File: config.mk
export PLATFORM = sky130hd
export DESIGN_NAME = cpu_exec_ctrl
export DESIGN_NICKNAME = d
export VERILOG_FILES = /design/src/rtl/cpu_ctrl_pkg.sv /design/src/rtl/cpu_exec_ctrl_step_timer.sv /design/src/rtl/cpu_exec_ctrl.sv
export SDC_FILE = /design/constraint.sdc
export NUM_CORES = 1
export LEC_CHECK = 0
export BUFFER_PORTS_ARGS = -buffer_cell sky130_fd_sc_hd__buf_4
export CORE_UTILIZATION = 54
export CTS_CLUSTER_SIZE = 28
export DETAILED_ROUTE_END_ITERATION = 16
export PLACE_DENSITY = 0.79
export SYNTH_ARGS = -nofsm -noshare
export SYNTH_HDL_FRONTEND = slang
export SYNTH_SLANG_ARGS = --single-unit
File: constraint.sdc
create_clock -name clk_50m -period 2.7 [get_ports clk_50m]
set_clock_uncertainty 0.15 [all_clocks]
set_input_delay 0.54 -clock clk_50m [delete_from_list [all_inputs] [get_ports clk_50m]]
set_output_delay 0.54 -clock clk_50m [all_outputs]
set_load 0.005 [all_outputs]
File: src/rtl/cpu_ctrl_pkg.sv
// cpu_ctrl_pkg
// Shared definitions for the CPU execution controller.
//   state_t           FSM state encoding, also driven onto the 3-bit state port
//   DEFAULT_STEP_DIV  clk_50m cycles between run-mode steps (2 Hz at 50 MHz)
//   EXEC_CNT_W/MAX    width and saturation value of the executed-instruction count
package cpu_ctrl_pkg;

  typedef enum logic [2:0] {
    ST_IDLE  = 3'd0,
    ST_HALT  = 3'd1,
    ST_RUN   = 3'd2,
    ST_FETCH = 3'd3,
    ST_EXEC  = 3'd4
  } state_t;

  localparam int DEFAULT_STEP_DIV = 25_000_000;

  localparam int                  EXEC_CNT_W   = 16;
  localparam logic [EXEC_CNT_W-1:0] EXEC_CNT_MAX = '1;

endpackage

File: src/rtl/cpu_exec_ctrl_step_timer.sv
// step_timer
// Free-running step divider for run mode. While enabled it counts
// 0 .. STEP_DIV-1 and flags tick during the terminal count cycle, then wraps.
// clear forces the count back to zero and takes precedence over enable.
//   clk_50m  in   clock
//   rst      in   asynchronous active-high reset
//   clear    in   synchronous clear of the count
//   enable   in   count enable
//   tick     out  high in the cycle the count sits at STEP_DIV-1 (while enabled)
module step_timer
  import cpu_ctrl_pkg::*;
#(
  parameter int STEP_DIV = DEFAULT_STEP_DIV
) (
  input  logic clk_50m,
  input  logic rst,
  input  logic clear,
  input  logic enable,
  output logic tick
);

  localparam int               CNT_W    = $clog2(STEP_DIV);
  localparam logic [CNT_W-1:0] CNT_LAST = CNT_W'(STEP_DIV - 1);

  logic [CNT_W-1:0] cnt;

  always_ff @(posedge clk_50m or posedge rst) begin
    if (rst) begin
      cnt <= '0;
    end else if (clear) begin
      cnt <= '0;
    end else if (enable) begin
      cnt <= (cnt == CNT_LAST) ? '0 : cnt + CNT_W'(1);
    end
  end

  assign tick = enable && !clear && (cnt == CNT_LAST);

endmodule

File: src/rtl/cpu_exec_ctrl.sv
// cpu_exec_ctrl
// Execution controller sitting between a program loader, an instruction
// memory and a simple CPU. Holds the CPU in reset until a program is loaded,
// then single-steps it on command or free-runs it at one instruction per
// STEP_DIV clocks, with an optional address breakpoint.
//   clk_50m, rst        clock, asynchronous active-high reset
//   load_done           level, program valid; low forces IDLE
//   run_req/halt_req/step_req  one-cycle command pulses (halt > run > step)
//   bp_en, bp_addr      breakpoint enable and address
//   cpu_addr            CPU program counter
//   mem_addr/mem_data   instruction memory read port (data one cycle later)
//   cpu_instr, cpu_step latched instruction and one-cycle advance strobe
//   cpu_rst             CPU reset, high in IDLE
//   state, exec_cnt, bp_hit  status
module cpu_exec_ctrl
  import cpu_ctrl_pkg::*;
#(
  parameter int STEP_DIV = DEFAULT_STEP_DIV,
  parameter int ADDR_W   = 8,
  parameter int DATA_W   = 8
) (
  input  logic                  clk_50m,
  input  logic                  rst,
  input  logic                  load_done,
  input  logic                  run_req,
  input  logic                  halt_req,
  input  logic                  step_req,
  input  logic                  bp_en,
  input  logic [ADDR_W-1:0]     bp_addr,
  input  logic [ADDR_W-1:0]     cpu_addr,
  output logic [ADDR_W-1:0]     mem_addr,
  input  logic [DATA_W-1:0]     mem_data,
  output logic [DATA_W-1:0]     cpu_instr,
  output logic                  cpu_step,
  output logic                  cpu_rst,
  output logic [2:0]            state,
  output logic [EXEC_CNT_W-1:0] exec_cnt,
  output logic                  bp_hit
);

  state_t cur_state, next_state;

  // run_mode: free-running (as opposed to a single step), kept through FETCH/EXEC
  // pend_halt: halt requested while an instruction was in flight
  // bp_skip: suppresses the breakpoint compare on the first tick after HALT
  logic run_mode, run_mode_next;
  logic pend_halt, pend_halt_next;
  logic bp_skip, bp_skip_next;
  logic bp_hit_next;
  logic tick;
  logic bp_match;

  // The divider keeps counting through FETCH/EXEC so run-mode steps stay on
  // a fixed STEP_DIV grid; it is held cleared whenever we are not running,
  // which makes the first tick land exactly STEP_DIV cycles after run_req.
  step_timer #(
    .STEP_DIV (STEP_DIV)
  ) u_step_timer (
    .clk_50m (clk_50m),
    .rst     (rst),
    .clear   (!run_mode),
    .enable  (run_mode),
    .tick    (tick)
  );

  assign bp_match = bp_en && (cpu_addr == bp_addr) && !bp_skip;

  always_comb begin
    next_state     = cur_state;
    run_mode_next  = run_mode;
    pend_halt_next = pend_halt;
    bp_skip_next   = bp_skip;
    bp_hit_next    = bp_hit;

    unique case (cur_state)
      ST_IDLE: begin
        run_mode_next  = 1'b0;
        pend_halt_next = 1'b0;
        bp_skip_next   = 1'b0;
        bp_hit_next    = 1'b0;
        if (load_done) begin
          next_state = ST_HALT;
        end
      end

      ST_HALT: begin
        // halt_req in HALT is a no-op but still masks a simultaneous run/step
        if (!halt_req) begin
          if (run_req) begin
            next_state    = ST_RUN;
            run_mode_next = 1'b1;
            bp_skip_next  = 1'b1;
            bp_hit_next   = 1'b0;
          end else if (step_req) begin
            next_state    = ST_FETCH;
            run_mode_next = 1'b0;
            bp_skip_next  = 1'b1;
            bp_hit_next   = 1'b0;
          end
        end
      end

      ST_RUN: begin
        if (halt_req) begin
          next_state    = ST_HALT;
          run_mode_next = 1'b0;
        end else if (tick) begin
          bp_skip_next = 1'b0;
          if (bp_match) begin
            next_state    = ST_HALT;
            run_mode_next = 1'b0;
            bp_hit_next   = 1'b1;
          end else begin
            next_state = ST_FETCH;
          end
        end
      end

      ST_FETCH: begin
        next_state = ST_EXEC;
        if (halt_req) begin
          pend_halt_next = 1'b1;
        end
      end

      ST_EXEC: begin
        if (run_mode && !pend_halt && !halt_req) begin
          next_state = ST_RUN;
        end else begin
          next_state     = ST_HALT;
          run_mode_next  = 1'b0;
          pend_halt_next = 1'b0;
        end
      end

      default: begin
        next_state = ST_IDLE;
      end
    endcase

    // Losing the program overrides everything, including an in-flight step.
    if (!load_done) begin
      next_state     = ST_IDLE;
      run_mode_next  = 1'b0;
      pend_halt_next = 1'b0;
      bp_skip_next   = 1'b0;
      bp_hit_next    = 1'b0;
    end
  end

  always_ff @(posedge clk_50m or posedge rst) begin
    if (rst) begin
      cur_state <= ST_IDLE;
      run_mode  <= 1'b0;
      pend_halt <= 1'b0;
      bp_skip   <= 1'b0;
      bp_hit    <= 1'b0;
    end else begin
      cur_state <= next_state;
      run_mode  <= run_mode_next;
      pend_halt <= pend_halt_next;
      bp_skip   <= bp_skip_next;
      bp_hit    <= bp_hit_next;
    end
  end

  // Outputs are decoded from next_state and registered, so every output
  // changes on a clock edge and tracks the state it belongs to. The address
  // is captured on entry to FETCH and the instruction on entry to EXEC.
  always_ff @(posedge clk_50m or posedge rst) begin
    if (rst) begin
      mem_addr  <= '0;
      cpu_instr <= '0;
      cpu_step  <= 1'b0;
      cpu_rst   <= 1'b1;
      exec_cnt  <= '0;
    end else begin
      cpu_step <= (next_state == ST_EXEC);
      cpu_rst  <= (next_state == ST_IDLE);
      if (next_state == ST_FETCH) begin
        mem_addr <= cpu_addr;
      end
      if (next_state == ST_EXEC) begin
        cpu_instr <= mem_data;
      end
      if (next_state == ST_IDLE) begin
        exec_cnt <= '0;
      end else if (cpu_step && (exec_cnt != EXEC_CNT_MAX)) begin
        exec_cnt <= exec_cnt + EXEC_CNT_W'(1);
      end
    end
  end

  assign state = cur_state;

endmodule

==> impl_metrics.yaml <==
timing:
  finalMaxSlewViolations: 0
  setup_violations: 0
  rsz0062_at_grt: "no"
  min_period_over_period_pct: 87.28
  fin_setup_tns_ns: 0
  worst_slew_pin_slew_ns: 0.6254
  min_period_ns: 2.357
  timing.fmax_mhz: 424.3
  slew_headroom_pct: 58.21
  hold_viol: 0
synthesis:
  synth_top_family_by_area: "simple AND/OR/NAND/NOR gates"
  yosys.area_share.adder_pct: 0.7675
  synthMuxAreaShare_pct: 7.099
  ys_seq_area_share_pct: 50.69
  synth_edf_count: 0
  postSynth.asyncResetShare_pct: 100.0
  ys_seq_elements: 66
  yosys.area_share.simple_pct: 21.80
  synth-compound-area-share_pct: 6.216
  synth_ff_type: "dfrtp_1"
  synth_fp_nets: 347
  yosys.area_share.xor_xnor_pct: 11.55
  synthCells: 314
  synth.distinct_cells: 48
  syn_area_mm2: 0.003261
  ys_warn_count: 0
  syn_area_per_cell_um2: 10.38
final_layout:
  final_cell_count_no_fill: 465
  fin_nets: 422
  fill_cells: 420
  diodes: 0
  drive_gt1_share_pct: 29.26
  syn_to_final_growth_pct: 24.64
grt:
  grt_pass1_vias: 2562
  grt_max_degree: 28
  overflow: 0
  grt_usage_pct: 24.73
  grt_pass1_wl_um: 11850
  antenna_found_initial: 0
setup_path:
  r2r_cells: 6
  cp-startpoint: "u_step_timer.cnt[0]"
  endpoint_kind: "flip-flop"
  crit_end: "mem_addr[1]"
  r2r_setup_slack_ns: 0.34
  critPathMaxFanout: 8
  timing.rr.end: "mem_addr[1]"
  crit_required_ns: 2.78
  cp-start-kind: "flip-flop"
  rr_startpoint: "u_step_timer.cnt[0]"
  path_class: "reg -> reg"
  arrival_ns: 2.43
drt:
  drc: 0
  drt-total-wl_um: 6872
  dr.pass1.iters: 4
  vias_per_cell: 5.480
  first_iter_violations: 131
  wire_per_inst_um: 14.78
  antenna_left: 0
  via_count: 2548
die:
  io_pins: 69
  design.die.area_mm2: 0.006353
  start_util_pct: 57.45
  die_h_um: 79.71
  placementRows: 27
  coreArea_mm2: 0.005675
  dieWidth_um: 79.71
clock_tree:
  post-cts-setup-buffers: 0
  cts_tree: "done"
  cts_sinks: 66
  root_buffer: "clkbuf_8"
  hold_buffers: 0
  cts_made_buffers: 9
  clock_path_buffers: 2
  clkTransAtPathRegs_ns: 0.07
  ctsResizeCount: 0
  ctsHtreeMaxLevel: 3
  clk_latency_ns: 0.35
placement:
  dp_hpwl_um: 4948
  portBuffers: 68
  dp_cells: 450
  gp_congestion: 0.8647
pwr:
  p_leak_nw: 1.829
  peakVddDrop_uv: 427.3
  powerDensity_mw_per_mm2: 571.0
hold_path:
  hold_path_class: "in -> async"
job:
  maxCapViolCount: 0
run_status:
  outcome: "finished clean"
==> layout by cell type, fill, tap and decap left out, drive strengths merged, types with 3 or more instances in the layout <==
master / n
nor3b: 3
o21ai: 11
nand4: 10
buf: 72
a21oi: 8
dfrtp: 65
nor3: 7
nor4: 6
xnor2: 14
clkbuf: 13
and3: 4
inv: 8
or3: 5
nand2: 26
nand3: 17
nor2: 52
mux2: 17
xor2: 29
==> cells in the mapped netlist, types with 2 or more instances <==
| cell type | instances | area, um2 |
|---|---|---|
| nand2_1 | 26 | 97.59 |
| and3_1 | 3 | 18.77 |
| nor4_1 | 5 | 31.28 |
| xor2_1 | 29 | 254.0 |
| a21oi_1 | 7 | 35.03 |
| nand4_1 | 10 | 62.56 |
| nor3_1 | 7 | 35.03 |
| xnor2_1 | 14 | 122.6 |
| nor2_1 | 52 | 195.2 |
| mux2_2 | 8 | 90.09 |
| nor3b_1 | 3 | 22.52 |
| o21ai_0 | 9 | 45.04 |
| inv_1 | 8 | 30.03 |
| mux2_4 | 8 | 120.1 |
| and4_4 | 2 | 22.52 |
| nand3_1 | 16 | 80.08 |
| dfrtp_1 | 65 | 1627 |
| ha_1 | 2 | 25.02 |
| or2_1 | 2 | 12.51 |
| clkbuf_1 | 7 | 26.28 |
| or3_1 | 4 | 25.02 |
==> flip-flops by register name, indices dropped and copies added, names as in the netlist <==
signal	count
cpu_rst	1
run_mode	1
cpu_step	1
exec_cnt	16
bp_hit	1
u_step_timer.cnt	25
state	3
mem_addr	8
bp_skip	1
cpu_instr	8
pend_halt	1
==> how the worst min path moves through the flow <==
stage,cells after the start,from,slack (ns),end
3_3_place_gp,1,u_step_timer.cnt[0],0.32,u_step_timer.cnt[0]
2_1_floorplan,1,u_step_timer.cnt[0],0.31,u_step_timer.cnt[0]
5_1_grt,2,rst,0.14,u_step_timer.cnt[4]
3_5_place_dp,1,u_step_timer.cnt[0],0.33,u_step_timer.cnt[0]
6_report,2,rst,0.09,cpu_instr[2]
4_1_cts,2,rst,0.10,cpu_instr[1]
==> metal layers <==
metal	GRT usage (%)	wire length, um
met5	0	0
met4	10.73	106
met3	5.600	295
met2	41.20	3497
met1	30.71	2973
==> critical path, cell delays in order (launching register included) <==
cell,delay (ns)
dfrtp_1,0.39
ha_1,0.26
nand3_2,0.18
nor4_2,0.33
a31oi_1,0.19
a21oi_4,0.39
mux2_4,0.35
==> metrics by stage <==
stage / total power [mW] / hold WS (ns) / setup slack, ns / util (%) / cell area, um2
2_1_floorplan: 1.281 / 0.3053 / 0.3568 / - / 3261
5_1_grt: 2.410 / 0.1365 / 0.2412 / 71.60 / 4064
3_5_place_dp: 1.475 / 0.3312 / 0.3666 / 68.01 / 3860
6_report: 2.321 / 0.09192 / 0.3434 / 71.60 / 4064
3_3_place_gp: 1.461 / 0.3173 / 0.4318 / 68.01 / 3860
4_1_cts: 2.340 / 0.1033 / 0.3559 / 71.60 / 4064
==> final cells by class <==
class,count,area [um2],area share [%]
Sequential cell,66,1653,40.67
Tap cell,72,90.09,2.217
Clock inverter,2,35.03,0.8621
Multi-Input combinational cell,232,1546,38.05
Clock buffer,13,168.9,4.156
Timing Repair Buffer,72,540.5,13.30
Inverter,8,30.03,0.7389
==> power by group <==
| group | switching [mW] | internal (mW) |
|---|---|---|
| clock | 0.368 | 0.496 |
| sequential | 0.0520 | 1.07 |
| combinational | 0.123 | 0.213 |
==> kinds of logic after synthesis <==
kind of cell | after synthesis
flip-flops | 66
multiplexers | 18
buffers and inverters | 16
AND/OR/NAND/NOR | 141
adder cells (fa/ha/maj) | 2
AO/OA/AOI/OAI | 28
XOR/XNOR | 43
No activity file was read; power rests on OpenSTA's default activity.
